**config.mk**
```make
export PLATFORM = sky130hd
export DESIGN_NAME = pipe_reg_file
export DESIGN_NICKNAME = d
export VERILOG_FILES = /design/src/rtl/pipe_reg_file.sv
export SDC_FILE = /design/constraint.sdc
export NUM_CORES = 1
export LEC_CHECK = 0
export CAP_MARGIN = 20
export CORE_MARGIN = 4
export CORE_UTILIZATION = 45
export CTS_CLUSTER_DIAMETER = 100
export DETAILED_ROUTE_END_ITERATION = 12
export GPL_TIMING_DRIVEN = 0
export PLACE_DENSITY = 0.74
export SYNTH_ARGS = -nofsm -noshare
export SYNTH_HDL_FRONTEND = slang
export SYNTH_SLANG_ARGS = --single-unit
```
**constraint.sdc**
```tcl
create_clock -name clk -period 12.2 [get_ports clk]
set_input_delay 1.83 -clock clk [delete_from_list [all_inputs] [get_ports clk]]
set_output_delay 1.83 -clock clk [all_outputs]
set_load 0.05 [all_outputs]
```
**src/rtl/pipe_reg_file.sv**
```systemverilog
// Register file with per-register pending (scoreboard) bits and a PC alias at NREG-1.
// Optional macro PIPE_REG_FILE_BYPASS_EN forwards the writeback data to a matching read port.
module pipe_reg_file #(
    parameter int WIDTH = 32,
    parameter int NREG  = 16,
    parameter int AW    = 4
) (
    input  logic             clk,
    input  logic             reset,
    input  logic             we,
    input  logic [AW-1:0]    wa,
    input  logic [WIDTH-1:0] wd,
    input  logic [AW-1:0]    ra1,
    input  logic [AW-1:0]    ra2,
    input  logic [WIDTH-1:0] r15,
    output logic [WIDTH-1:0] rd1,
    output logic [WIDTH-1:0] rd2,
    input  logic             iss_valid,
    input  logic [AW-1:0]    iss_rd,
    input  logic             flush,
    output logic             busy1,
    output logic             busy2,
    output logic [AW:0]      pend_cnt
);

    localparam int NARCH = NREG - 1;
    localparam logic [AW:0] PC_IDX = (AW+1)'(NREG - 1);

    logic [WIDTH-1:0] regs_q [NARCH];
    logic [NARCH-1:0] pend_q;
    logic [NARCH-1:0] pend_d;
    logic [AW:0]      cnt_q;
    logic [AW:0]      cnt_d;
    logic             wr_ok;

    assign wr_ok = we && ({1'b0, wa} < PC_IDX);

    always_ff @(posedge clk) begin
        if (reset) begin
            for (int i = 0; i < NARCH; i++) begin
                regs_q[i] <= '0;
            end
        end else if (wr_ok) begin
            regs_q[wa] <= wd;
        end
    end

    // Issue is OR'ed in after the writeback clear so a same-cycle issue keeps the bit set.
    generate
        for (genvar gi = 0; gi < NARCH; gi++) begin : g_pend
            logic iss_hit;
            logic wb_hit;
            assign iss_hit     = iss_valid && (iss_rd == AW'(gi));
            assign wb_hit      = we && (wa == AW'(gi));
            assign pend_d[gi]  = flush ? 1'b0 : (iss_hit | (pend_q[gi] & ~wb_hit));
        end
    endgenerate

    always_comb begin
        cnt_d = '0;
        for (int i = 0; i < NARCH; i++) begin
            cnt_d = cnt_d + (AW+1)'(pend_d[i]);
        end
    end

    always_ff @(posedge clk) begin
        if (reset) begin
            pend_q <= '0;
            cnt_q  <= '0;
        end else begin
            pend_q <= pend_d;
            cnt_q  <= cnt_d;
        end
    end

    assign pend_cnt = cnt_q;

    always_comb begin
        rd1   = '0;
        busy1 = 1'b0;
        if ({1'b0, ra1} == PC_IDX) begin
            rd1 = r15;
        end else if ({1'b0, ra1} < PC_IDX) begin
            rd1   = regs_q[ra1];
            busy1 = pend_q[ra1];
`ifdef PIPE_REG_FILE_BYPASS_EN
            if (we && (wa == ra1)) begin
                rd1   = wd;
                busy1 = 1'b0;
            end
`endif
        end
    end

    always_comb begin
        rd2   = '0;
        busy2 = 1'b0;
        if ({1'b0, ra2} == PC_IDX) begin
            rd2 = r15;
        end else if ({1'b0, ra2} < PC_IDX) begin
            rd2   = regs_q[ra2];
            busy2 = pend_q[ra2];
`ifdef PIPE_REG_FILE_BYPASS_EN
            if (we && (wa == ra2)) begin
                rd2   = wd;
                busy2 = 1'b0;
            end
`endif
        end
    end

endmodule

```
Yosys cells after proc, flatten, opt, wreduce, memory -nomap -nowiden
Memories as Yosys holds them, arrays and structs flattened. Index checks and enable logic that the tools add are counted.

Bits in registers: 20. RAM bits: 480. Output and inout port bits: 71. Logic and storage cells: 166. Memories: 1.

Memories: regs_q (words 15, width 32, read ports 2, clocked after Yosys merged registers in 0, write ports 15, line 29) `logic [WIDTH-1:0] regs_q [NARCH];`.

$add $sub $neg: 14. Order comparisons: 5. Equal/unequal tests: 30. Multiplexer cells: 35. Bitwise operators: 45. Reduce and logical (&&, ||, !) cells: 34.

Operators by type and width (number): $mux 32 (5); $eq 4x4->1 const B (16); $add 5x1->5 (10); $eq 4x3->1 const B (8); $reduce_or 32->1 (1); $logic_and 1x1->1 (31); $mux 1 (27); $eq 4x2->1 const B (4); $and 1x1->1 (15); $not 1->1 (15); $or 1x1->1 (15); $lt 4x4->1 const B (3); $lt 4x5->1 const B (2); $bmux 1 s4 (2); $eq 4x1->1 const B (2); $logic_not 4->1 (2); $add 4x1->5 (1); $add 3x1->4 (1); $mux 4 (1); $add 2x1->3 (1); $add 1x1->2 (1).

Longest topological paths before layout
Gate-level depths: netlist of run 1.

Word-level depth: 20. Gate-level depth with buffers: 15. Depth with buffers taken out: 14.

Least setup slack after synthesis of run 1
No wires, ideal clock.

Path kind: input to register. Start point: input port wa[3]. End point: register cnt_q[2], in the netlist pend_cnt[2]. Data arrival time: 5567 ps. Required time: 12072 ps. Path slack: 6506 ps. Stages: 14. Cells stage by stage: or3b_1 > o21ai_0 > a21oi_1 > fa_1 > inv_1 > fa_1 > fa_1 > inv_1 > fa_1 > inv_1 > fa_1 > fa_1 > xor2_1 > nor2_1.

Longest elaborated chain between the ends: 20. Elaborated cells on any way between the ends: 104. Those cells by class: add/sub: 14; eq/ne: 14; mux: 15; bitwise: 45; reduce/logical: 16.

Ends and longest elaborated chain: start, declared (line 11) `input logic [AW-1:0] wa,`; $eq 4x1->1 (line 54) `assign wb_hit = we && (wa == AW'(gi));`; $logic_and 1x1->1 (line 54); $not 1->1 (line 55) `assign pend_d[gi] = flush ? 1'b0 : (iss_hit | (pend_q[gi] & ~wb_hit));`; $and 1x1->1 (line 55); $or 1x1->1 (line 55); $mux 1 (line 55); net pend_d[1] (line 31) `logic [NARCH-1:0] pend_d;`; $add 1x1->2 (line 62) `cnt_d = cnt_d + (AW+1)'(pend_d[i]);`; $add 2x1->3 (line 62); $add 3x1->4 (line 62); $add 4x1->5 (line 62); $add 5x1->5 (10 in series) (line 62); end signal, assigned (line 72) `cnt_q <= cnt_d;`; end, declared (line 32) `logic [AW:0] cnt_q;`.

The timed path passes the listed nets, and every way through them passes these cells. A chain may end at the register's enable or synchronous reset.

Worst setup path in the final report of run 1
Start point: input port ra2[2]. End point: output port rd2[29].

Longest elaborated chain between the ends: 3. Elaborated cells on any way between the ends: 5. Those cells by class: order compare: 1; eq/ne: 1; mux: 2; memory: 1.

Ends and longest elaborated chain: start, declared (line 14) `input logic [AW-1:0] ra2,`; $mem_v2 15x32 / $lt 4x4->1 (equally long branches); $mux 32 (line 100) `end else if ({1'b0, ra2} < PC_IDX) begin`; $mux 32 (*) (line 98) `if ({1'b0, ra2} == PC_IDX) begin`; end, declared (line 17) `output logic [WIDTH-1:0] rd2,`.

Mark *: on every way between the ends. The rest lies on a longest branch, timed or not.

==> impl_metrics.json, run 1 <==
{
  "final-hold-violation-count": 0,
  "use_met1_pct": 35.3,
  "final_standard_cell_area_without_fillers_um2": 31400,
  "fillcell_total": 4829,
  "grt_first_pass_wirelength_mm": 127,
  "asyncSetResetFlopFracSynth_pct": 0,
  "synth_nets": 1980,
  "dominantRegCellSynth": "sky130_fd_sc_hd__edfxtp_1",
  "tritoncts": "done",
  "h-tree-depth": 2,
  "num-nets-final": 2186,
  "synth_compound_gate_area_share_pct": 5.66,
  "drt_pass1_iterations": 5,
  "maxCapViolCount": 0,
  "critical_path.endpoint": "rd2[29]",
  "post_synth_inst_count": 1883,
  "highest_utilization_routing_layer_at_the_global_route_stage": "met2",
  "synth_adder_area_share_pct": 0.828,
  "yosysWarnings": 0,
  "int_pwr_mw": 3.07,
  "post_synth_main_area_contributors": "sky130_fd_sc_hd__edfxtp_1 53%, sky130_fd_sc_hd__mux4_2 18%, sky130_fd_sc_hd__and2_1 11%, sky130_fd_sc_hd__mux2i_1 3.8%, sky130_fd_sc_hd__clkbuf_1 1.5%",
  "final_core_utilization_pct": 52.8,
  "ctsRootBufferMaster": "sky130_fd_sc_hd__clkbuf_16",
  "yosysTopAreaCell": "sky130_fd_sc_hd__edfxtp_1",
  "route.antenna.remaining_nets": 0,
  "via_count_of_the_first_global_routing_pass": 18900,
  "die-area_um2": 64500,
  "path_class": "primary input to primary output",
  "timing.setup.tns_ns": 0,
  "dieHeight_um": 254,
  "io_pins": 156,
  "area_delta_synth_final_pct": 15.4,
  "cts_inserted_buffers": 49,
  "synth_top_family_by_area": "multiplexers",
  "routed_via_density": 6.43,
  "cts.sink_count": 499,
  "maximum_number_of_pins_on_one_net_before_global_route_repair": 33,
  "startpoint": "ra2[2]",
  "power.combinational.fraction_pct": 16.8,
  "post-route-drc-count": 0,
  "reg2reg_slack_ns": 8.18,
  "swShare_pct": 27.4,
  "die-width_um": 254,
  "synth_seq_area_share_pct": 54.4,
  "final_period_minus_worst_setup_slack_ns": 7.33,
  "status": "completed",
  "clkLatencyLatePin_ns": 0.61,
  "synth-xor-area-share_pct": 0.0322,
  "critical_path.endpoint_type": "primary output",
  "share_seq_of_total_power_pct": 48.0,
  "starting_density_pct": 45.8,
  "postCtsSetupBuffers": 0,
  "final-setup-viol-count": 0,
  "worstMarginPinSlew_ns": 1.20,
  "power_leakage_nw": 10.8,
  "crit-reg2reg-capture": "pend_cnt[2]",
  "fmax_mhz": 136,
  "overflow": 0,
  "power.switching_mw": 1.16,
  "synth_simple_gate_area_share_pct": 13.6,
  "grtUsageMet2_pct": 44.5,
  "number_of_flops_mapped_to_enable_cells_by_yosys": 480,
  "detailroute.via_count": 18700,
  "wl_mm": 89.2,
  "post_dp_cell_area_um2": 29800,
  "clockBufferDepth": 3,
  "detailedPlacementHpwl_mm": 63.0,
  "ff_to_ff_path_depth": 13,
  "hold_path_class": "register to register",
  "post_synth_instance_area_um2": 27200,
  "post-route-period-util_pct": 60.1,
  "worst-path-max-fanout": 10,
  "rel_slew_slack_pct": 20.3,
  "grt_antenna_before_repair": 7,
  "skew_ns": 0.0148,
  "cts.repair.resized": 0,
  "synthDominantCellAreaShare_pct": 53.0,
  "post_synth.cell_area_avg_um2": 14.5,
  "power_frac_clock_pct": 35.2,
  "final_layout_size_suffix_gt1_share_pct": 18.9,
  "grt.met3_usage_pct": 7.38,
  "cp.required_ns": 10.37,
  "rsz_0062_raised_after_global_routing": "false",
  "final_cell_mix": "480 x sky130_fd_sc_hd__and2_1, 480 x sky130_fd_sc_hd__edfxtp_1, 213 x sky130_fd_sc_hd__mux4_2, 148 x sky130_fd_sc_hd__clkdlybuf4s50_1, 124 x sky130_fd_sc_hd__clkbuf_1",
  "postSynthRegisterBits": 499,
  "core_area_um2": 59500,
  "floorplan.rows": 89,
  "post_drt_wl_per_cell_um": 30.7,
  "synthMuxAreaShare_pct": 22.0,
  "globalRouteTotalUtil_pct": 27.4,
  "cts.clk_slew.worst_paths_ns": 0.06,
  "worst-endpoint-arrival_ns": 5.50,
  "place.gp.congestion": 0.985,
  "synth_cell_types": 48,
  "critical_path.reg2reg.startpoint": "pend_q[3]",
  "cellPowerDensity_nw_per_um2": 134,
  "peakVddDrop_uv": 96.7,
  "quantity_of_hold_fixing_buffers_added_after_cts": 0,
  "io_buffer_count": 148,
  "crit_path_start_kind": "primary input",
  "first_iteration_detailed_routing_drc_count": 2879,
  "maxSlewViolCount": 0
}
-- Yosys cell counts (7+ instances only) --
library cell	number
sky130_fd_sc_hd__buf_4	18
sky130_fd_sc_hd__o21ai_0	38
sky130_fd_sc_hd__a22oi_1	13
sky130_fd_sc_hd__nor2b_1	22
sky130_fd_sc_hd__edfxtp_1	480
sky130_fd_sc_hd__inv_1	10
sky130_fd_sc_hd__nand2b_1	22
sky130_fd_sc_hd__a31oi_1	13
sky130_fd_sc_hd__o21ai_1	13
sky130_fd_sc_hd__fa_1	10
sky130_fd_sc_hd__a211o_1	13
sky130_fd_sc_hd__dfxtp_1	19
sky130_fd_sc_hd__a21o_1	7
sky130_fd_sc_hd__mux4_2	213
sky130_fd_sc_hd__a21oi_1	46
sky130_fd_sc_hd__o221ai_1	12
sky130_fd_sc_hd__buf_2	33
sky130_fd_sc_hd__nor2_1	29
sky130_fd_sc_hd__buf_6	15
sky130_fd_sc_hd__and2_1	480
sky130_fd_sc_hd__mux2_2	13
sky130_fd_sc_hd__o221a_2	11
sky130_fd_sc_hd__mux2i_1	103
sky130_fd_sc_hd__nand2_1	16
sky130_fd_sc_hd__or2_2	14
sky130_fd_sc_hd__o22ai_1	66
sky130_fd_sc_hd__clkbuf_1	112
-- critical path: stages --
cell and delay, ns:
sky130_fd_sc_hd__clkdlybuf4s50_1 0.56, sky130_fd_sc_hd__buf_2 0.35, sky130_fd_sc_hd__clkbuf_1 0.83, sky130_fd_sc_hd__buf_2 0.42
sky130_fd_sc_hd__a31oi_1 0.20, sky130_fd_sc_hd__o22ai_1 0.39, sky130_fd_sc_hd__clkdlybuf4s50_1 0.89
-- sequential cells by signal, indices dropped and copies added, names as in the netlist --
name      count
pend_cnt      4
pend_q       15
regs_q      480
-- cells by family after synthesis --
kind of cell,count (synthesis)
other,1
flip-flops,499
AO/OA/AOI/OAI,240
buffers and inverters,194
AND/OR/NAND/NOR,607
XOR/XNOR,1
multiplexers,329
adder cells (fa/ha/maj),12
-- stage by stage --
| stage | cells | hold slack [ns] | power (mW) | worst slack [ns] |
|---|---|---|---|---|
| after floorplan | 1883 | 0.532 | 2.47 | 6.51 |
| after global placement | 2804 | 0.579 | 2.74 | 4.98 |
| after detailed placement | 2810 | 0.591 | 2.76 | 5.02 |
| after CTS | 2899 | 0.611 | 4.20 | 5.00 |
| after global routing | 2900 | 0.648 | 4.32 | 4.82 |
| final | 2904 | 0.619 | 4.22 | 4.87 |
-- cell type report --
| cell class | count | area (um2) | area share (%) |
|---|---|---|---|
| Sequential cell | 499 | 14800 | 47.1 |
| Buffer | 184 | 912 | 2.90 |
| Clock buffer | 62 | 1280 | 4.09 |
| Timing Repair Buffer | 155 | 1650 | 5.26 |
| Antenna cell | 4 | 10.0 | 0.0319 |
| Multi-Input combinational cell | 1190 | 11500 | 36.6 |
| Inverter | 10 | 37.5 | 0.120 |
| Tap cell | 773 | 967 | 3.08 |
| Clock inverter | 27 | 243 | 0.773 |
-- power groups by stage --
stage | sequential (mW) | clock [mW] | combinational, mW
6_report | 2.03 | 1.49 | 0.712
5_1_grt | 2.03 | 1.55 | 0.734
4_1_cts | 2.02 | 1.48 | 0.702
3_5_place_dp | 2.06 | 0 | 0.699
3_3_place_gp | 2.05 | 0 | 0.684
2_1_floorplan | 2.04 | 0 | 0.433
-- routing by layer --
layer	part of all wire, %	vias to the layer above	wire length (um)
met4	4.2	6	3790
met2	48	1310	42600
li1	-	7629	-
met5	0.043	-	38
met3	12	245	10700
met1	36	9487	32200
-- worst min-delay path by stage --
stage          slack (ns)  startpoint  depth (start not counted)          to
2_1_floorplan        0.53  pend_q[12]                          2  pend_q[12]
3_3_place_gp         0.58  pend_q[14]                          2  pend_q[14]
3_5_place_dp         0.59  pend_q[14]                          2  pend_q[14]
4_1_cts              0.61  pend_q[14]                          2  pend_q[14]
5_1_grt              0.65  pend_q[14]                          2  pend_q[14]
6_report             0.62  pend_q[14]                          2  pend_q[14]
(Power assumes the default switching activity.)
==> run 2: changes to the inputs <==
==> constraint.sdc (replaced) <==
create_clock -name clk -period 7.4 [get_ports clk]
set_input_delay 1.11 -clock clk [delete_from_list [all_inputs] [get_ports clk]]
set_output_delay 1.11 -clock clk [all_outputs]
set_load 0.05 [all_outputs]
==> results of run 2 <==
Same layout as run 1 (identical final DEF). Status: completed.
Main changes from that run: setup slack after placement 5.02 ns -> 1.35 ns; setup slack after layout 4.87 ns -> 1.51 ns; register-to-register setup slack 8.18 ns -> 3.38 ns; total power 4.22 mW -> 6.96 mW; worst IR drop on VDD 96.7 uV -> 159 uV
==> run 3: changes to the inputs <==
==> constraint.sdc (replaced) <==
create_clock -name clk -period 5.5 [get_ports clk]
set_input_delay 0.825 -clock clk [delete_from_list [all_inputs] [get_ports clk]]
set_output_delay 0.825 -clock clk [all_outputs]
set_load 0.05 [all_outputs]
==> results of run 3 <==
Same layout as run 1 (identical final DEF). Status: completed.
Main changes from that run: setup slack after placement 5.02 ns -> -0.269 ns; clock-pin slew on the worst setup and hold paths 0.06 ns -> 0.07 ns; setup slack after layout 4.87 ns -> 0.183 ns; hold slack 0.619 ns -> 0.549 ns; register-to-register setup slack 8.18 ns -> 1.48 ns; end point of the worst hold path pend_q[14] -> pend_q[6]; total power 4.22 mW -> 9.37 mW; worst IR drop on VDD 96.7 uV -> 214 uV
